$ cat src/rtl/cpu_pkg.sv
// Shared definitions for the CPU sequencer and instruction decoder:
// opcode map, one-hot state encodings and opcode classification helpers.
package cpu_pkg;

    localparam logic [3:0] OP_LDA = 4'b0000;
    localparam logic [3:0] OP_STA = 4'b0001;
    localparam logic [3:0] OP_ADD = 4'b0010;
    localparam logic [3:0] OP_SUB = 4'b0011;
    localparam logic [3:0] OP_JMP = 4'b0100;
    localparam logic [3:0] OP_JN  = 4'b0101;
    localparam logic [3:0] OP_JZ  = 4'b0110;
    localparam logic [3:0] OP_STP = 4'b0111;
    localparam logic [3:0] OP_OUT = 4'b1000;
    localparam logic [3:0] OP_LSL = 4'b1001;
    localparam logic [3:0] OP_LSR = 4'b1010;

    // One-hot codes seen by the decoder; HALT is the all-zero code.
    typedef enum logic [2:0] {
        ST_HALT  = 3'b000,
        ST_FETCH = 3'b001,
        ST_EXEC1 = 3'b010,
        ST_EXEC2 = 3'b100
    } state_e;

    typedef enum logic {
        MODE_RUN  = 1'b0,
        MODE_STEP = 1'b1
    } mode_e;

    // Instructions that need a second memory access in EXEC2.
    function automatic logic op_needs_exec2(input logic [3:0] op);
        return (op == OP_LDA) || (op == OP_ADD) || (op == OP_SUB);
    endfunction

    // Everything above LSR is unassigned.
    function automatic logic op_is_illegal(input logic [3:0] op);
        return (op > OP_LSR);
    endfunction

endpackage

$ cat src/rtl/retire_counter.sv
// Saturating retired-instruction counter with synchronous clear.
module retire_counter #(
    parameter int CNT_W = 16
) (
    input  logic             clk,
    input  logic             clear,
    input  logic             inc,
    output logic [CNT_W-1:0] count
);

    logic [CNT_W-1:0] count_q;
    logic [CNT_W-1:0] count_d;

    // Next count: clear wins, otherwise increment unless already saturated.
    always_comb begin
        count_d = count_q;
        if (clear) begin
            count_d = '0;
        end else if (inc && (count_q != {CNT_W{1'b1}})) begin
            count_d = count_q + {{(CNT_W-1){1'b0}}, 1'b1};
        end else begin
            count_d = count_q;
        end
    end

    // Counter register.
    always_ff @(posedge clk) begin
        count_q <= count_d;
    end

    assign count = count_q;

endmodule

$ cat src/rtl/cpu_sequencer.sv
// Instruction sequencer: HALT/FETCH/EXEC1/EXEC2 control with run and
// single-step modes, stop-at-boundary requests and retirement counting.
module cpu_sequencer
    import cpu_pkg::*;
#(
    parameter int CNT_W = 16
) (
    input  logic             clk,
    input  logic             reset,
    input  logic             start,
    input  logic             step,
    input  logic             stop_req,
    input  logic [3:0]       opcode,
    input  logic             mem_ready,
    output logic [2:0]       state,
    output logic [3:0]       ir,
    output logic             ir_load,
    output logic             halted,
    output logic             illegal,
    output logic [CNT_W-1:0] retired
);

    state_e     state_q, state_d;
    mode_e      mode_q, mode_d;
    logic       stop_pend_q, stop_pend_d;
    logic [3:0] ir_q, ir_d;
    logic       illegal_q, illegal_d;
    logic       retire_s;
    logic       load_s;
    logic       boundary_halt_s;

    // Next-state logic; a stop_req arriving in the retiring cycle itself still counts.
    always_comb begin
        state_d         = state_q;
        mode_d          = mode_q;
        ir_d            = ir_q;
        illegal_d       = illegal_q;
        retire_s        = 1'b0;
        load_s          = 1'b0;
        boundary_halt_s = (mode_q == MODE_STEP) || stop_pend_q || stop_req;

        case (state_q)
            ST_HALT: begin
                if (start) begin
                    mode_d  = MODE_RUN;
                    state_d = ST_FETCH;
                end else if (step) begin
                    mode_d  = MODE_STEP;
                    state_d = ST_FETCH;
                end else begin
                    state_d = ST_HALT;
                end
            end
            ST_FETCH: begin
                if (mem_ready) begin
                    ir_d    = opcode;
                    load_s  = 1'b1;
                    state_d = ST_EXEC1;
                end else begin
                    state_d = ST_FETCH;
                end
            end
            ST_EXEC1: begin
                if (ir_q == OP_STP) begin
                    retire_s = 1'b1;
                    state_d  = ST_HALT;
                end else if (op_needs_exec2(ir_q)) begin
                    state_d = ST_EXEC2;
                end else begin
                    retire_s = 1'b1;
                    if (op_is_illegal(ir_q)) begin
                        illegal_d = 1'b1;
                    end else begin
                        illegal_d = illegal_q;
                    end
                    state_d = boundary_halt_s ? ST_HALT : ST_FETCH;
                end
            end
            ST_EXEC2: begin
                if (mem_ready) begin
                    retire_s = 1'b1;
                    state_d  = boundary_halt_s ? ST_HALT : ST_FETCH;
                end else begin
                    state_d = ST_EXEC2;
                end
            end
            default: begin
                state_d = ST_HALT;
            end
        endcase

        // Pending stop is only collected while running and dropped on reaching HALT.
        if ((state_q == ST_HALT) || (state_d == ST_HALT)) begin
            stop_pend_d = 1'b0;
        end else begin
            stop_pend_d = stop_pend_q || stop_req;
        end
    end

    // Sequencer registers with synchronous reset.
    always_ff @(posedge clk) begin
        if (reset) begin
            state_q     <= ST_HALT;
            mode_q      <= MODE_RUN;
            stop_pend_q <= 1'b0;
            ir_q        <= 4'b0000;
            illegal_q   <= 1'b0;
        end else begin
            state_q     <= state_d;
            mode_q      <= mode_d;
            stop_pend_q <= stop_pend_d;
            ir_q        <= ir_d;
            illegal_q   <= illegal_d;
        end
    end

    retire_counter #(
        .CNT_W(CNT_W)
    ) u_retire_counter (
        .clk   (clk),
        .clear (reset),
        .inc   (retire_s),
        .count (retired)
    );

    assign state   = state_q;
    assign halted  = (state_q == ST_HALT);
    assign ir      = ir_q;
    assign ir_load = load_s;
    assign illegal = illegal_q;

endmodule
$ cat config.mk
export PLATFORM = sky130hd
export DESIGN_NAME = cpu_sequencer
export DESIGN_NICKNAME = d
export VERILOG_FILES = /design/src/rtl/cpu_pkg.sv /design/src/rtl/retire_counter.sv /design/src/rtl/cpu_sequencer.sv
export SDC_FILE = /design/constraint.sdc
export NUM_CORES = 1
export LEC_CHECK = 0
export CORE_UTILIZATION = 45
export DETAILED_ROUTE_END_ITERATION = 8
export GPL_TIMING_DRIVEN = 0
export PLACE_DENSITY = 0.75
export SYNTH_ARGS = -nofsm -noshare
export SYNTH_HDL_FRONTEND = slang
export SYNTH_SLANG_ARGS = --single-unit
$ cat constraint.sdc
create_clock -name clk -period 6.3 [get_ports clk]
set_clock_uncertainty 0.15 [all_clocks]
set_input_delay 1.89 -clock clk [delete_from_list [all_inputs] [get_ports clk]]
set_output_delay 1.89 -clock clk [all_outputs]
set_load 0.1 [all_outputs]
==> impl_metrics.yaml, run 1 <==
power_and_ir_drop:
  p_per_area_mw_per_mm2: 184.2
  total_power_mw: 0.3220
  max-vdd-ir-drop_uv: 127.3
  p_leak_nw: 0.6183
finish:
  syn_to_final_growth_pct: 31.42
  final_common_cell: "clkdlybuf4s50_1"
  multi_input_area_um2: 737.0
  seq_area_um2: 520.5
  fin_nets: 204
  insertedDiodeCount: 0
  stdcell_count: 223
  n_fill_cell: 231
  drive_gt1_share_pct: 8.333
  final_cell_mix: "clkdlybuf4s50_1, dfxtp_1, nor2_1"
  final_cell_area_mm2: 0.001748
hold_path:
  min_to: "mode_q$_SDFFE_PP0P_"
  hp-start: "mode_q$_SDFFE_PP0P_"
  min_path_cells: 2
  worst_hold_path_type: "flip-flop to flip-flop"
placement:
  io_buffer_count: 34
  place_area_mm2: 0.001709
  place_hpwl_um: 2250
  gp_congestion: 0.8227
  dp.cells: 219
synth:
  synth_fa_ha_area_share_pct: 0.9407
  synth.area.top_cells: "dfxtp_1, nor2_1, a21oi_1, mux2i_1, nand3_1"
  ys_seq_area_share_pct: 39.13
  synth_largest_area_cell: "dfxtp_1"
  synth-seq-cells: 26
  synth_fp_nets: 165
  syn_area_mm2: 0.001330
  synth-xor-area-share_pct: 1.976
  syn-mean-instance-area_um2: 8.637
  ys_warn_count: 0
  synth_cell_types: 45
  muxShareOfSynthArea_pct: 5.456
  synthCells: 154
  synth_compound_area_share_pct: 21.35
  async_flop_share_pct: 0
  synth_ff_type: "dfxtp_1"
  synth_top_family_by_area: "simple AND/OR/NAND/NOR gates"
  synth_top_area_share_pct: 39.13
  synth-simple-area-share_pct: 25.68
  synth_edf_count: 0
clock_network:
  cts_tree: "done"
  clkLatencyLatePin_ns: 0.32
  cts_buffers: 3
  clkTransAtPathRegs_ns: 0.13
  clockBufferDepth: 2
  ctsHoldBuffers: 0
  root_buffer: "clkbuf_4"
  clock_sinks: 26
  cts.repair_timing.setup_buffer_count: 0
  h-tree-depth: 1
setup_path:
  startpoint_type: "primary input"
  worstRegToRegCells: 7
  required_ns: 4.26
  cp_slowest_stage_delay_ns: 0.81
  cp_slowest_cell: "dlymetal6s2s_1"
  cp.arrival_ns: 3.80
  worstPathCellList: "clkdlybuf4s50_1, nand2_1, nor3_2, dlymetal6s2s_1"
  path_max_fanout: 5
  cp-end-kind: "output pin"
  worstReg2RegStart: "state[0]$_SDFF_PP0_"
  path_buf_inv: 2
  reg2reg_slack_ns: 4.23
  worstSetupPathType: "primary input to output pin"
  r2r-end: "u_retire_counter.count[6]$_SDFFE_PP0P_"
  critPathTopFamily: "buffers and inverters"
floorplan:
  core_mm2: 0.002781
  die_y_um: 56.37
  dieArea_mm2: 0.003177
  num_rows: 19
  io_pins: 36
  die_w_um: 56.37
  start_util_pct: 47.82
route:
  vias: 1332
  via_per_inst: 5.973
  first_pass_iters: 4
  drc: 0
  dr.first_iter.drc_count: 46
  wl_per_cell_um: 13.78
  wl_um: 3074
  ant_nets: 0
timing:
  setup_viol: 0
  clock.fmax_ghz: 0.1712
  slew_viol_final: 0
  worst_slew_pin_slew_ns: 0.9754
  hold_viol: 0
  relSlewSlack_pct: 34.77
  timing.setup.tns_ns: 0
  whs_ns: 0.3835
  rsz0062_at_grt: "no"
  period_minus_slack_ns: 5.841
  finalCritPeriodShare_pct: 92.72
global_routing:
  overflow: 0
  grt.total_usage_pct: 20.51
  grt_pass1_wl_um: 5161
  antenna_found_initial: 0
  first_global_vias: 1185
  grt_max_degree: 15
flow_run:
  max_cap_violations: 0
run_status:
  status: "completed"
-- tightest hold or removal path, delay by kind of cell (launching register included) --
kind / cells / cell delay, ns
AOI/OAI and AO/OA: 2 / 0.17
DFF: 1 / 0.34
-- cells by family after synthesis --
group	Yosys count
buf+inv	12
mux	7
fa+ha+maj	1
flops	26
compound gates	40
simple gates	65
xor+xnor	3
-- worst max path at each step --
stage                   start  endpoint  cells after the start
finish              mem_ready   ir_load                      4
global route        mem_ready   ir_load                      4
CTS                 mem_ready   ir_load                      4
detailed placement  mem_ready   ir_load                      4
global placement    mem_ready   ir_load                      4
floorplan           mem_ready   ir_load                      2
-- cell type report --
| class | count | share of cell area [%] |
|---|---|---|
| Buffer | 8 | 3.293 |
| Clock buffer | 4 | 2.076 |
| Inverter | 4 | 0.8590 |
| Multi-Input combinational cell | 116 | 42.16 |
| Sequential cell | 26 | 29.78 |
| Tap cell | 31 | 2.219 |
| Timing Repair Buffer | 34 | 19.61 |
-- metal layers --
layer  GRT usage, %  vias to the layer above  routed length, um
li1               -                      653                  -
met1          25.97                      615               1380
met2          34.69                       58               1432
met3          2.304                        6                197
met4          9.756                        0                 63
met5              0                        -                  0
-- power breakdown --
part           total [mW]  switching (mW)  internal [mW]  leakage [nW]
combinational      0.0667          0.0469         0.0197         0.387
sequential          0.171         0.00322          0.168         0.210
clock              0.0840          0.0487         0.0353        0.0210
total               0.322          0.0988          0.223         0.618
-- cells in the mapped netlist, drive strengths merged (3+ instances only) --
cell type  number
dfxtp          26
nor2           17
a21oi          10
nand3           9
nand2           8
nor3            8
or3             7
o21ai           6
buf             5
mux2i           5
and3            4
inv             4
nor2b           4
a211oi          3
a21o            3
a31oi           3
clkbuf          3
o31ai           3
-- per-stage QoR --
stage	util (%)	setup WS [ns]
floorplan	-	0.8941
global placement	61.45	0.1022
detailed placement	61.45	0.05015
CTS	62.75	0.04510
global route	62.84	0.3824
finish	62.84	0.4587
-- state kept, by name, indices dropped and copies added (netlist names) --
signal / flops
stop_pend_q: 1
u_retire_counter.count: 16
ir: 4
state: 3
mode_q: 1
illegal: 1
-- timing repair --
action | 4_1_cts | 5_1_grt
setup endpoints to repair | 0 | 1
gates resized for setup | 0 | 1
hold endpoints to repair | 0 | 0
Power figures use the tool's default switching activity.
==> run 2: changes to the inputs <==
==> constraint.sdc (replaced) <==
create_clock -name clk -period 7.35 [get_ports clk]
set_clock_uncertainty 0.15 [all_clocks]
set_input_delay 2.205 -clock clk [delete_from_list [all_inputs] [get_ports clk]]
set_output_delay 2.205 -clock clk [all_outputs]
set_load 0.1 [all_outputs]
==> run 2 against run 1 <==
Effect of this change: critical path type unchanged; sequential share of layout area hardly changed; global-route usage stayed put; sequential cell count stayed put; utilization is 0.090 points lower; critical path depth stayed put; worst hold slack worse by 0.00064 ns.
==> impl_metrics.yaml, run 2 (same netlist as run 1, synthesis figures left out) <==
timing:
  relSlewSlack_pct: 34.77
  timing.setup.tns_ns: 0
  hold_viol: 0
  slew_viol_final: 0
  timing.final.ws_setup_ns: 0.4643
  rsz0062_at_grt: "no"
  clock.fmax_ghz: 0.1452
  period_minus_slack_ns: 6.886
  finalCritPeriodShare_pct: 93.68
  worst_slew_pin_slew_ns: 0.9754
  setup_viol: 0
global_routing:
  antenna_found_initial: 0
  grt.total_usage_pct: 20.51
  grt_max_degree: 15
  overflow: 0
  first_global_vias: 1185
  grt_pass1_wl_um: 5161
clock_network:
  h-tree-depth: 1
  clkTransAtPathRegs_ns: 0.13
  cts-resized-gates: 0
  cts_tree: "done"
  root_buffer: "clkbuf_4"
  clock_sinks: 26
  clockBufferDepth: 2
  cts.repair_timing.setup_buffer_count: 0
  ctsHoldBuffers: 0
  clkLatencyLatePin_ns: 0.32
  cts_buffers: 3
power_and_ir_drop:
  total_power_mw: 0.2760
  p_per_area_mw_per_mm2: 158.1
  p_leak_nw: 0.6023
  max-vdd-ir-drop_uv: 108.7
route:
  first_pass_iters: 4
  wl_met2_um: 1457
  wl_um: 3084
  vias: 1331
  drt-met1-wl_um: 1426
  met3_length_um: 160
  dr.max_layer_used: "met4"
  drc: 0
  dr.first_iter.drc_count: 44
  wl_per_cell_um: 13.83
  ant_nets: 0
  via_per_inst: 5.969
floorplan:
  num_rows: 19
  die_y_um: 56.37
  dieArea_mm2: 0.003177
  io_pins: 36
  core_mm2: 0.002781
  start_util_pct: 47.82
  die_w_um: 56.37
finish:
  largest_reg_flops: 16
  fin_nets: 204
  final_common_cell: "clkdlybuf4s50_1"
  syn_to_final_growth_pct: 31.23
  fin_util_pct: 62.75
  drive_gt1_share_pct: 8.333
  insertedDiodeCount: 0
  n_fill_cell: 232
  final_cell_mix: "clkdlybuf4s50_1, dfxtp_1, nor2_1"
setup_path:
  required_ns: 4.99
  startpoint_type: "primary input"
  worstSetupPathType: "primary input to output pin"
  cp.arrival_ns: 4.53
  path_max_fanout: 5
  cp-end-kind: "output pin"
placement:
  place_ws_ns: 0.4702
  io_buffer_count: 34
  gp_congestion: 0.8227
  place_hpwl_um: 2250
run_status:
  status: "completed"
hold_path:
  worst_hold_path_type: "flip-flop to flip-flop"
flow_run:
  max_cap_violations: 0
-- run 2: per-layer routing --
layer,GRT usage (%),vias up
met2,34.69,54
met4,9.756,0
met3,2.304,4
met5,0,-
li1,-,655
met1,25.97,618
-- run 2: worst max-delay path, cell delays in order --
cell and delay [ns]:
clkdlybuf4s50_1 0.54, nand2_1 0.15, nor3_2 0.40, clkdlybuf4s50_1 1.23
-- run 2: final timing paths --
kind,from,endpoint,slack (ns),cells after the start
worst min register to register,illegal$_SDFFE_PP0P_,illegal$_SDFFE_PP0P_,0.38,2
worst max-delay path,mem_ready,ir_load,0.46,4
worst min-delay path,illegal$_SDFFE_PP0P_,illegal$_SDFFE_PP0P_,0.38,2
worst max register to register,state[1]$_SDFF_PP0_,u_retire_counter.count[6]$_SDFFE_PP0P_,5.27,7
-- run 2: metrics by stage --
| stage | area [um2] | hold slack (ns) | cells |
|---|---|---|---|
| floorplan | 1330 | 0.3449 | 154 |
| global placement | 1709 | 0.3282 | 219 |
| detailed placement | 1709 | 0.3490 | 219 |
| CTS | 1745 | 0.3885 | 223 |
| global route | 1745 | 0.4056 | 223 |
| finish | 1745 | 0.3828 | 223 |
-- run 2: where the power goes --
part           internal [mW]  total (mW)  switching [mW]  leakage (nW)
Clock                 0.0303      0.0720          0.0417        0.0210
Sequential             0.144       0.147         0.00278         0.210
Combinational         0.0169      0.0572          0.0403         0.371
-- run 2: area by class of cell --
class                           count  area (um2)  area share, %
Multi-Input combinational cell    116       737.0          42.22
Tap cell                           31       38.79          2.222
Inverter                            4       15.01         0.8602
Clock buffer                        4       36.28          2.079
Timing Repair Buffer               34       340.3          19.50
Sequential cell                    26       520.5          29.82
Buffer                              8       57.56          3.297
